$ cat config.mk
export PLATFORM = sky130hd
export DESIGN_NAME = mem_access_unit_flat
export DESIGN_NICKNAME = d
export VERILOG_FILES = /design/src/rtl/mem_access_unit_if.sv /design/src/rtl/mem_access_unit.sv /design/src/flat_wrapper.sv
export SDC_FILE = /design/constraint.sdc
export NUM_CORES = 1
export LEC_CHECK = 0
export BUFFER_PORTS_ARGS = -buffer_cell sky130_fd_sc_hd__buf_4
export CAP_MARGIN = 20
export CELL_PAD_IN_SITES_DETAIL_PLACEMENT = 1
export CELL_PAD_IN_SITES_GLOBAL_PLACEMENT = 1
export CORE_UTILIZATION = 39
export CTS_BUF_LIST = sky130_fd_sc_hd__clkbuf_16
export DETAILED_ROUTE_END_ITERATION = 8
export PLACE_DENSITY_LB_ADDON = 0.05
export RECOVER_POWER = 50
export REMOVE_ABC_BUFFERS = 1
export SLEW_MARGIN = 20
export SYNTH_ARGS = -nofsm -noshare
export SYNTH_HDL_FRONTEND = slang
export SYNTH_SLANG_ARGS = --single-unit
$ cat constraint.sdc
create_clock -name clk -period 3.1 [get_ports clk]
set_input_delay 0.62 -clock clk [delete_from_list [all_inputs] [get_ports clk]]
set_output_delay 0.62 -clock clk [all_outputs]
set_load 0.01 [all_outputs]
$ cat src/rtl/mem_access_unit_if.sv
// Request/bus bundle for mem_access_unit: CPU request side plus valid/ready memory bus.
// master = the access unit, slave = the CPU/bus environment that drives requests and answers the bus.
interface mem_access_unit_if #(
  parameter int ADDR_W = 32
);
  logic              req_valid;
  logic              req_we;
  logic [ADDR_W-1:0] req_addr;
  logic [31:0]       req_wdata;
  logic [2:0]        req_funct3;
  logic              stall;
  logic              done;
  logic              err;
  logic [31:0]       rdata;
  logic              bus_valid;
  logic              bus_we;
  logic [ADDR_W-1:0] bus_addr;
  logic [31:0]       bus_wdata;
  logic [3:0]        bus_wstrb;
  logic              bus_ready;
  logic [31:0]       bus_rdata;

  modport master (
    input  req_valid, req_we, req_addr, req_wdata, req_funct3, bus_ready, bus_rdata,
    output stall, done, err, rdata, bus_valid, bus_we, bus_addr, bus_wdata, bus_wstrb
  );

  modport slave (
    output req_valid, req_we, req_addr, req_wdata, req_funct3, bus_ready, bus_rdata,
    input  stall, done, err, rdata, bus_valid, bus_we, bus_addr, bus_wdata, bus_wstrb
  );
endinterface

$ cat src/rtl/mem_access_unit.sv
// CPU fetch/load/store to valid/ready bus bridge; 3 cycles req->done on a zero-wait bus, +1 per wait cycle,
// bus wait stalls the CPU until ready or timeout abort. MISALIGN_TRAP_EN: misaligned half/word aborts without a bus cycle.
module mem_access_unit #(
  parameter int ADDR_W         = 32,
  parameter int TIMEOUT_CYCLES = 255
) (
  input logic         clk,
  input logic         rstn,
  mem_access_unit_if.master mif
);

  typedef enum logic [1:0] {IDLE, BUS, DONE} state_e;

  localparam int CNT_W = (TIMEOUT_CYCLES > 1) ? $clog2(TIMEOUT_CYCLES + 1) : 1;
  localparam logic [CNT_W-1:0] CNT_LAST = CNT_W'((TIMEOUT_CYCLES > 0) ? TIMEOUT_CYCLES - 1 : 0);

  state_e            state_q;
  logic [CNT_W-1:0]  cnt_q;
  logic              bus_valid_q;
  logic              bus_we_q;
  logic [ADDR_W-1:0] bus_addr_q;
  logic [31:0]       bus_wdata_q;
  logic [3:0]        bus_wstrb_q;
  logic [1:0]        off_q;
  logic [2:0]        f3_q;
  logic              done_q;
  logic              err_q;
  logic [31:0]       rdata_q;

  logic [31:0]       wdata_d;
  logic [3:0]        wstrb_d;
  logic [31:0]       rdata_d;
  logic [7:0]        byte_sel;
  logic [15:0]       half_sel;
  logic              misalign_d;
  logic              timeout_d;

  // Store lane replication and strobes from the request as presented in IDLE
  always_comb begin
    wdata_d = mif.req_wdata;
    wstrb_d = 4'b1111;
    case (mif.req_funct3)
      3'b000: begin
        wdata_d = {4{mif.req_wdata[7:0]}};
        wstrb_d = 4'b0001 << mif.req_addr[1:0];
      end
      3'b001: begin
        wdata_d = {2{mif.req_wdata[15:0]}};
        wstrb_d = mif.req_addr[1] ? 4'b1100 : 4'b0011;
      end
      default: ;
    endcase
  end

  always_comb begin
    byte_sel = mif.bus_rdata[{off_q, 3'b000} +: 8];
    half_sel = off_q[1] ? mif.bus_rdata[31:16] : mif.bus_rdata[15:0];
    rdata_d  = mif.bus_rdata;
    case (f3_q)
      3'b000:  rdata_d = {{24{byte_sel[7]}}, byte_sel};
      3'b100:  rdata_d = {24'b0, byte_sel};
      3'b001:  rdata_d = {{16{half_sel[15]}}, half_sel};
      3'b101:  rdata_d = {16'b0, half_sel};
      default: ;
    endcase
  end

`ifdef MISALIGN_TRAP_EN
  assign misalign_d = ((mif.req_funct3[1:0] == 2'b01) && mif.req_addr[0]) ||
                      ((mif.req_funct3 == 3'b010) && (mif.req_addr[1:0] != 2'b00));
`else
  assign misalign_d = 1'b0;
`endif

  assign timeout_d = (TIMEOUT_CYCLES != 0) && (cnt_q == CNT_LAST);

  always_ff @(posedge clk or negedge rstn) begin
    if (!rstn) begin
      state_q     <= IDLE;
      cnt_q       <= '0;
      bus_valid_q <= 1'b0;
      bus_we_q    <= 1'b0;
      bus_addr_q  <= '0;
      bus_wdata_q <= '0;
      bus_wstrb_q <= '0;
      off_q       <= '0;
      f3_q        <= '0;
      done_q      <= 1'b0;
      err_q       <= 1'b0;
      rdata_q     <= '0;
    end else begin
      done_q <= 1'b0;
      case (state_q)
        IDLE: begin
          if (mif.req_valid) begin
            bus_we_q    <= mif.req_we;
            bus_addr_q  <= {mif.req_addr[ADDR_W-1:2], 2'b00};
            bus_wdata_q <= wdata_d;
            bus_wstrb_q <= mif.req_we ? wstrb_d : 4'b0000;
            off_q       <= mif.req_addr[1:0];
            f3_q        <= mif.req_funct3;
            cnt_q       <= '0;
            if (misalign_d) begin
              state_q <= DONE;
              done_q  <= 1'b1;
              err_q   <= 1'b1;
              rdata_q <= '0;
            end else begin
              state_q     <= BUS;
              bus_valid_q <= 1'b1;
              err_q       <= 1'b0;
            end
          end
        end
        BUS: begin
          // A ready arriving on the timeout cycle still completes the access
          if (mif.bus_ready) begin
            state_q     <= DONE;
            bus_valid_q <= 1'b0;
            done_q      <= 1'b1;
            err_q       <= 1'b0;
            if (!bus_we_q) rdata_q <= rdata_d;
          end else if (timeout_d) begin
            state_q     <= DONE;
            bus_valid_q <= 1'b0;
            done_q      <= 1'b1;
            err_q       <= 1'b1;
            rdata_q     <= '0;
          end else begin
            cnt_q <= cnt_q + CNT_W'(1);
          end
        end
        DONE: begin
          state_q <= IDLE;
          err_q   <= 1'b0;
        end
        default: state_q <= IDLE;
      endcase
    end
  end

  assign mif.stall     = (state_q == BUS) || ((state_q == IDLE) && mif.req_valid);
  assign mif.done      = done_q;
  assign mif.err       = err_q;
  assign mif.rdata     = rdata_q;
  assign mif.bus_valid = bus_valid_q;
  assign mif.bus_we    = bus_we_q;
  assign mif.bus_addr  = bus_addr_q;
  assign mif.bus_wdata = bus_wdata_q;
  assign mif.bus_wstrb = bus_wstrb_q;

endmodule

$ cat src/flat_wrapper.sv
// flat-port wrapper written by rule: the top's interface ports become plain ports
module mem_access_unit_flat 
#(
  parameter int ADDR_W         = 32,
  parameter int TIMEOUT_CYCLES = 255
)
  (clk, rstn, mif_req_valid, mif_req_we, mif_req_addr, mif_req_wdata, mif_req_funct3, mif_bus_ready, mif_bus_rdata, mif_stall, mif_done, mif_err, mif_rdata, mif_bus_valid, mif_bus_we, mif_bus_addr, mif_bus_wdata, mif_bus_wstrb);
  mem_access_unit_if #(.ADDR_W(ADDR_W)) mif_i ();
  input logic clk;
  input logic rstn;
  input wire logic [$bits(mif_i.req_valid)-1:0] mif_req_valid;
  input wire logic [$bits(mif_i.req_we)-1:0] mif_req_we;
  input wire logic [$bits(mif_i.req_addr)-1:0] mif_req_addr;
  input wire logic [$bits(mif_i.req_wdata)-1:0] mif_req_wdata;
  input wire logic [$bits(mif_i.req_funct3)-1:0] mif_req_funct3;
  input wire logic [$bits(mif_i.bus_ready)-1:0] mif_bus_ready;
  input wire logic [$bits(mif_i.bus_rdata)-1:0] mif_bus_rdata;
  output wire logic [$bits(mif_i.stall)-1:0] mif_stall;
  output wire logic [$bits(mif_i.done)-1:0] mif_done;
  output wire logic [$bits(mif_i.err)-1:0] mif_err;
  output wire logic [$bits(mif_i.rdata)-1:0] mif_rdata;
  output wire logic [$bits(mif_i.bus_valid)-1:0] mif_bus_valid;
  output wire logic [$bits(mif_i.bus_we)-1:0] mif_bus_we;
  output wire logic [$bits(mif_i.bus_addr)-1:0] mif_bus_addr;
  output wire logic [$bits(mif_i.bus_wdata)-1:0] mif_bus_wdata;
  output wire logic [$bits(mif_i.bus_wstrb)-1:0] mif_bus_wstrb;
  assign mif_i.req_valid = mif_req_valid;
  assign mif_i.req_we = mif_req_we;
  assign mif_i.req_addr = mif_req_addr;
  assign mif_i.req_wdata = mif_req_wdata;
  assign mif_i.req_funct3 = mif_req_funct3;
  assign mif_i.bus_ready = mif_bus_ready;
  assign mif_i.bus_rdata = mif_bus_rdata;
  assign mif_stall = mif_i.stall;
  assign mif_done = mif_i.done;
  assign mif_err = mif_i.err;
  assign mif_rdata = mif_i.rdata;
  assign mif_bus_valid = mif_i.bus_valid;
  assign mif_bus_we = mif_i.bus_we;
  assign mif_bus_addr = mif_i.bus_addr;
  assign mif_bus_wdata = mif_i.bus_wdata;
  assign mif_bus_wstrb = mif_i.bus_wstrb;
  mem_access_unit #(.ADDR_W(ADDR_W), .TIMEOUT_CYCLES(TIMEOUT_CYCLES)) u_core (.clk(clk), .rstn(rstn), .mif(mif_i));
endmodule
==> run metrics, run 1 <==
final hold viol count=0; commonest cells in the synthesized netlist=173 x nand2_1, 117 x dfrtp_1, 57 x o21ai_0; Max IR drop VDD=between 0.3 and 0.4 mV; max_cap viols=0; CTS root buf=clkbuf_16; Non-Filler Cell Area, Final=7350 um^2; worst-path maximum fanout=24; Mean Syn Cell Area=9.84 um^2; Synth warnings=0; floorplan core area=between 10,000 and 15,000 um^2; Least-Margin Pin Slew=around 1300 ps; wirelength, routed=~17,000 um; Hold Path Class=input port to flip-flop; Ant. Diodes=0; cell family with most CP delay=simple AND/OR/NAND/NOR gates; Leak=3.60 nW; Final setup viols=0; share of cells above drive strength 1=about a quarter; post-synthesis register bit count=117; Clock Sinks=~120; crit path capture type=flip-flop; area of the die=approximately 14,000 um^2; fmax=roughly 460 MHz; Setup Crit Path Kind=flip-flop to flip-flop; Initial DRC Count=roughly 220; Avg Vias per Cell=5.31; crit path cell chain=buf_4 > mux4_2 > mux2i_4 > nor4_4 > a221o_1; CTS max path bufs=2; Avg WL per Cell=18.3 um; startpoint types=flip-flop; GR Util All Layers=between 20% and 30%; final net count=between 800 and 900; dpl cell area=7040 um^2; max_slew headroom=15.2%; period utilization=a little over two thirds; combinational fraction of design power=roughly 36%; Post-Route Setup TNS=0 ps; Async SR Flop Fraction=100%; CTS Hold Bufs=0; dominant cell type by area after synthesis=dfrtp_1; Distinct cells, synth=52; CP Buf/Inv Count=1; outcome=finished clean; Worst EP arrival=between 2000 and 3000 ps; Ports=between 200 and 250; Sw Share=between 30% and 40%; Synth Instances=roughly 540; Tot Pwr=~6.7 mW; CP max stage cell=nor4_4; Detailed Routing Iterations Pass 1=4; Worst-Skew Late Latency=410 ps; Tmin final=2170 ps; largest net degree at the start of global routing=around 100; Pint=about 4.3 mW; DP HPWL=roughly 12,000 um; FILL cells=1,543; critical path required time=approximately 3400 ps; die height=roughly 120 um; Sw Pwr=~2.4 mW; Clk pwr share=between 20% and 30%; first-pass GRT wire length=roughly 27,000 um; Clock Skew=~4.9 ps; Post-CTS Setup Bufs=0; Mapped Area=between 5000 and 6000 um^2; CTS H-Tree Depth=4; EDFF count, synth=0; dominant cells by area after synthesis=dfrtp_1 55%, nand2_1 12%, mux2i_1 5.6%, o21ai_0 5.3%, a221o_1 3.7%; Initial Util=around 40%; Die X=about 120 um; main flop type after synthesis=dfrtp_1; DRT antenna net count=0; Reg power frac=between 30% and 40%; CTS tree=yes; CTS Buf Count=17; max incr delay on CP=790 ps; Syn-to-layout area delta=37.3%; Port Buffer Count=206; DR vias=~4,900; Power Dens Cells=about 910 nW/um^2; vias in the first global route=between 5,000 and 6,000; GP Congestion=between 0.7 and 0.8; final max-slew violation count=0; most frequent cell after synthesis=nand2_1; DR DRC count=0; initial antenna violation count=0; FP Rows=42; grt ovf=0; RSZ-0062 raised after global routing=no; Seq/Total Area, Yosys=between 50 and 60%; Yosys top cell area share=approximately 55%; WHS=just under 400 ps; post-CTS sizing=0; Reg clk slew, reported paths=approximately 50 ps
[power by group through the flow]
stage	logic [mW]	registers [mW]	clock network (mW)
floorplan	0.952	2.81	0
global placement	2.55	2.55	0
detailed placement	2.64	2.59	0
CTS	2.66	2.58	1.74
global route	2.66	2.64	1.79
finish	2.41	2.57	1.70
[layout by cell type (no fill, tap or decap), types with 3 or more instances in the layout]
master / n
nand2b_1: 4
o211ai_1: 4
a21oi_1: 3
inv_1: 11
clkbuf_16: 17
nand2_1: 172
buf_4: 160
o22ai_1: 13
o21ai_0: 57
o21a_1: 3
dfrtp_1: 117
a2bb2oi_1: 6
a221o_1: 20
mux2i_1: 30
xor2_1: 3
nand3_1: 5
clkinv_1: 6
clkbuf_1: 51
nor2_1: 12
a22o_1: 10
[kinds of logic after synthesis]
group | synth area share [%]
DFF | 54.7
adders and majority gates | 0.467
AOI/OAI and AO/OA | 16.5
muxes | 7.08
xor gates and xnor gates | 0.491
and+or+nand+nor | 17.2
buffers and inverters | 3.44
other | 0.0700
[cell type report]
type                       count  area [um^2]  area share (%)
clock inverter                14         81.3            1.11
multi-input combinational    387         2260            30.7
inverter                       6         22.5           0.306
timing repair buffer         213         1420            19.3
sequential                   117         2930            39.8
tap                          176          220            3.00
clock buffer                  17          425            5.79
[flip-flops by register name, summed over array words and instances, names as in the netlist, 2 cells and up]
register,count
u_core.mif.rdata,32
u_core.f3_q,3
u_core.mif.bus_wstrb,4
u_core.state_q,2
u_core.cnt_q,8
u_core.off_q,2
u_core.mif.bus_wdata,32
u_core.mif.bus_addr,30
[worst paths after layout]
kind	end	slack, ps	cells after the start	startpoint
worst max register to register	u_core.mif.rdata[31]$_DFFE_PN0P_	930	5	u_core.off_q[1]$_DFFE_PN0P_
worst min register to register	u_core.mif.bus_addr[14]$_DFFE_PN0P_	470	2	u_core.mif.bus_addr[14]$_DFFE_PN0P_
max in group asynchronous	u_core.mif.bus_wstrb[1]$_DFFE_PN0P_	960	2	rstn
worst max-delay path	u_core.mif.rdata[31]$_DFFE_PN0P_	930	5	u_core.off_q[1]$_DFFE_PN0P_
min in group asynchronous	u_core.mif.rdata[12]$_DFFE_PN0P_	470	1	rstn
worst min-delay path	u_core.mif.bus_addr[10]$_DFFE_PN0P_	400	3	mif_req_addr[10]
[worst register-to-register path: cells and delay by family, from the launching register on]
kind / cells / cell delay (ps)
mux: 2 / 500
compound gates: 1 / 240
simple gates: 1 / 790
buf+inv: 1 / 220
flops: 1 / 360
[metrics by stage]
| stage | util, % | setup WS (ps) | instances |
|---|---|---|---|
| after global placement | 52.9 | 895 | 899 |
| after detailed placement | 52.9 | 780 | 899 |
| final | 55.3 | 933 | 930 |
| after floorplan | - | 605 | 510 |
| after global routing | 55.3 | 526 | 930 |
| after CTS | 56.7 | 787 | 930 |
[layer usage]
| metal | routed length, um | global-route usage (%) |
|---|---|---|
| met1 | 6780 | 29.6 |
| met3 | 1280 | 8.14 |
| met4 | 283 | 8.94 |
| met2 | 8630 | 41.6 |
| met5 | 0 | 0 |
No activity file was read; power rests on OpenSTA's default activity.
==> inputs of run 2 (changes only) <==
--- a/config.mk
+++ b/config.mk
@@ -9,7 +9,7 @@
 export CAP_MARGIN = 20
 export CELL_PAD_IN_SITES_DETAIL_PLACEMENT = 1
 export CELL_PAD_IN_SITES_GLOBAL_PLACEMENT = 1
-export CORE_UTILIZATION = 39
+export CORE_UTILIZATION = 36
 export CTS_BUF_LIST = sky130_fd_sc_hd__clkbuf_16
 export DETAILED_ROUTE_END_ITERATION = 8
 export PLACE_DENSITY_LB_ADDON = 0.05
==> constraint.sdc (replaced) <==
create_clock -name clk -period 2.01 [get_ports clk]
set_input_delay 0.402 -clock clk [delete_from_list [all_inputs] [get_ports clk]]
set_output_delay 0.402 -clock clk [all_outputs]
set_load 0.01 [all_outputs]
==> run metrics, run 2 (synthesis results as in run 1) <==
outcome=finished clean (unchanged); hold path depth=3 (unchanged); crit path capture type=flip-flop (unchanged); DR DRC count=0 (unchanged); Post-Route Setup TNS=0 ps (unchanged); worst reg2reg path depth=4 (was 5); most frequent cells in the layout=172 x nand2_1, 170 x buf_4, 117 x dfrtp_1 (was 172 x nand2_1, 160 x buf_4, 117 x dfrtp_1); initial antenna violation count=0 (unchanged); Power Dens Cells=1450 nW/um^2 (was 909 nW/um^2); DRT antenna net count=0 (unchanged); max_slew headroom=49.0% (was 15.2%); Detailed Routing Iterations Pass 1=4 (unchanged); period utilization=90.9% (was 69.9%); vias in the first global route=5,245 (was 5,177); Leak=3.75 nW (was 3.60 nW); Worst EP arrival=2140 ps (was 2510 ps); Clock Skew=4.38 ps (was 4.85 ps); share of cells above drive strength 1=27.9% (was 25.7%); cell family with most CP delay=multiplexers (was simple AND/OR/NAND/NOR gates); Hold Path Class=input port to flip-flop (unchanged); first-pass GRT wire length=27,000 um (was 27,100 um); floorplan core area=14,500 um^2 (was 13,300 um^2); GP Congestion=0.791 (was 0.799); Port Buffer Count=206 (unchanged); DP HPWL=12,500 um (was 11,900 um); die height=124 um (was 119 um); DR vias=4,983 (was 4,940); critical path launch point=u_core.off_q[1]$_DFFE_PN0P_ (unchanged); largest net degree at the start of global routing=42 (was 101); Non-Filler Cell Area, Final=7660 um^2 (was 7350 um^2); startpoint types=flip-flop (unchanged); Syn-to-layout area delta=43.1% (was 37.3%); Avg Vias per Cell=5.21 (was 5.31); critical path depth=4 (was 5); CP max stage cell=mux4_2 (was nor4_4); CTS Buf Count=17 (unchanged); reg2reg setup slack=180 ps (was 930 ps); max incr delay on CP=570 ps (was 790 ps); Die X=124 um (was 119 um); CTS tree=yes (unchanged); CTS root buf=clkbuf_16 (unchanged); CP Buf/Inv Count=0 (was 1); Tmin final=1830 ps (was 2170 ps); commonest non-fill, non-tap cell in the layout=nand2_1 (unchanged); FP Rows=44 (was 42); worst-path maximum fanout=8 (was 24); CTS max path bufs=2 (unchanged); Max IR drop VDD=0.677 mV (was 0.315 mV); Setup Crit Path Kind=flip-flop to flip-flop (unchanged); max_cap viols=0 (unchanged); WHS=170 ps (was 396 ps); Reg clk slew, reported paths=60 ps (was 50 ps); RSZ-0062 raised after global routing=no (unchanged); Clock Sinks=117 (unchanged); CTS H-Tree Depth=4 (unchanged); grt ovf=0 (unchanged); fmax=547 MHz (was 461 MHz); min-delay src=mif_req_addr[11] (was mif_req_addr[10]); final net count=867 (was 848); final max-slew violation count=0 (unchanged); Worst-Skew Late Latency=420 ps (was 410 ps); crit path cell chain=mux4_2 > a211oi_1 > nor2_1 > a32o_1 (was buf_4 > mux4_2 > mux2i_4 > nor4_4 > a221o_1); GR Util All Layers=23.4% (was 24.8%); area of the die=15,400 um^2 (was 14,200 um^2); Final setup viols=0 (unchanged); Initial DRC Count=254 (was 218); Avg WL per Cell=18.1 um (was 18.3 um); Least-Margin Pin Slew=765 ps (was 1270 ps); critical path required time=2320 ps (was 3440 ps); Ant. Diodes=0 (unchanged); Initial Util=36.8% (was 40.3%); utilization after layout=52.7% (was 55.3%); Ports=209 (unchanged); final hold viol count=0 (unchanged); R2R Path Start=u_core.off_q[1]$_DFFE_PN0P_ (unchanged); dpl cell area=7240 um^2 (was 7040 um^2); wirelength, routed=17,300 um (was 17,000 um)
-- run 2: cell type report --
class,instances,area [um^2]
Fill cell,1685,6870
Sequential cell,117,2930
Multi-Input combinational cell,387,2270
Timing Repair Buffer,232,1600
Clock buffer,17,425
Tap cell,184,230
Clock inverter,14,191
Inverter,6,22.5
-- run 2: final timing paths --
| check | end |
|---|---|
| max in group asynchronous | u_core.mif.bus_addr[7]$_DFFE_PN0P_ |
| hold reg to reg | u_core.mif.bus_addr[23]$_DFFE_PN0P_ |
| setup / recovery | u_core.mif.rdata[15]$_DFFE_PN0P_ |
| hold / removal | u_core.mif.bus_addr[11]$_DFFE_PN0P_ |
| min in group asynchronous | u_core.mif.rdata[26]$_DFFE_PN0P_ |
| setup reg to reg | u_core.mif.rdata[15]$_DFFE_PN0P_ |
-- run 2: what timing repair did --
item	in CTS	in global routing
endpoints found under the setup margin	3	2
setup buffers	2	0
pin swaps	1	0
gates resized for setup	0	1
hold buffers	1	0
endpoints found under the hold margin	25	0
-- run 2: through the flow --
step | cells | power [mW] | setup slack (ps)
2_1_floorplan | 510 | 5.80 | -407
3_3_place_gp | 922 | 8.09 | 33.7
3_5_place_dp | 923 | 8.26 | -0.328
4_1_cts | 957 | 11.6 | 101
5_1_grt | 957 | 11.8 | 94.9
6_report | 957 | 11.1 | 182
-- run 2: worst reg2reg max path: stages, from the launching register on --
cell and delay [ps]:
dfrtp_1 410, mux4_2 570, a211oi_1 270, nor2_1 180, a32o_1 290
-- run 2: metal layers --
metal	part of all wire [%]	GRT usage [%]	up-vias
met1	41	27.8	2468
met4	1.3	8.71	0
li1	-	-	2335
met3	7.6	7.92	16
met5	0	0	-
met2	50	39.3	164
-- run 2: where the power goes --
group	total [mW]	switching, mW	leakage (nW)	internal [mW]
Sequential	3.92	0.623	1.47	3.29
Clock	3.23	1.07	0.305	2.16
Combinational	3.94	2.14	1.97	1.80
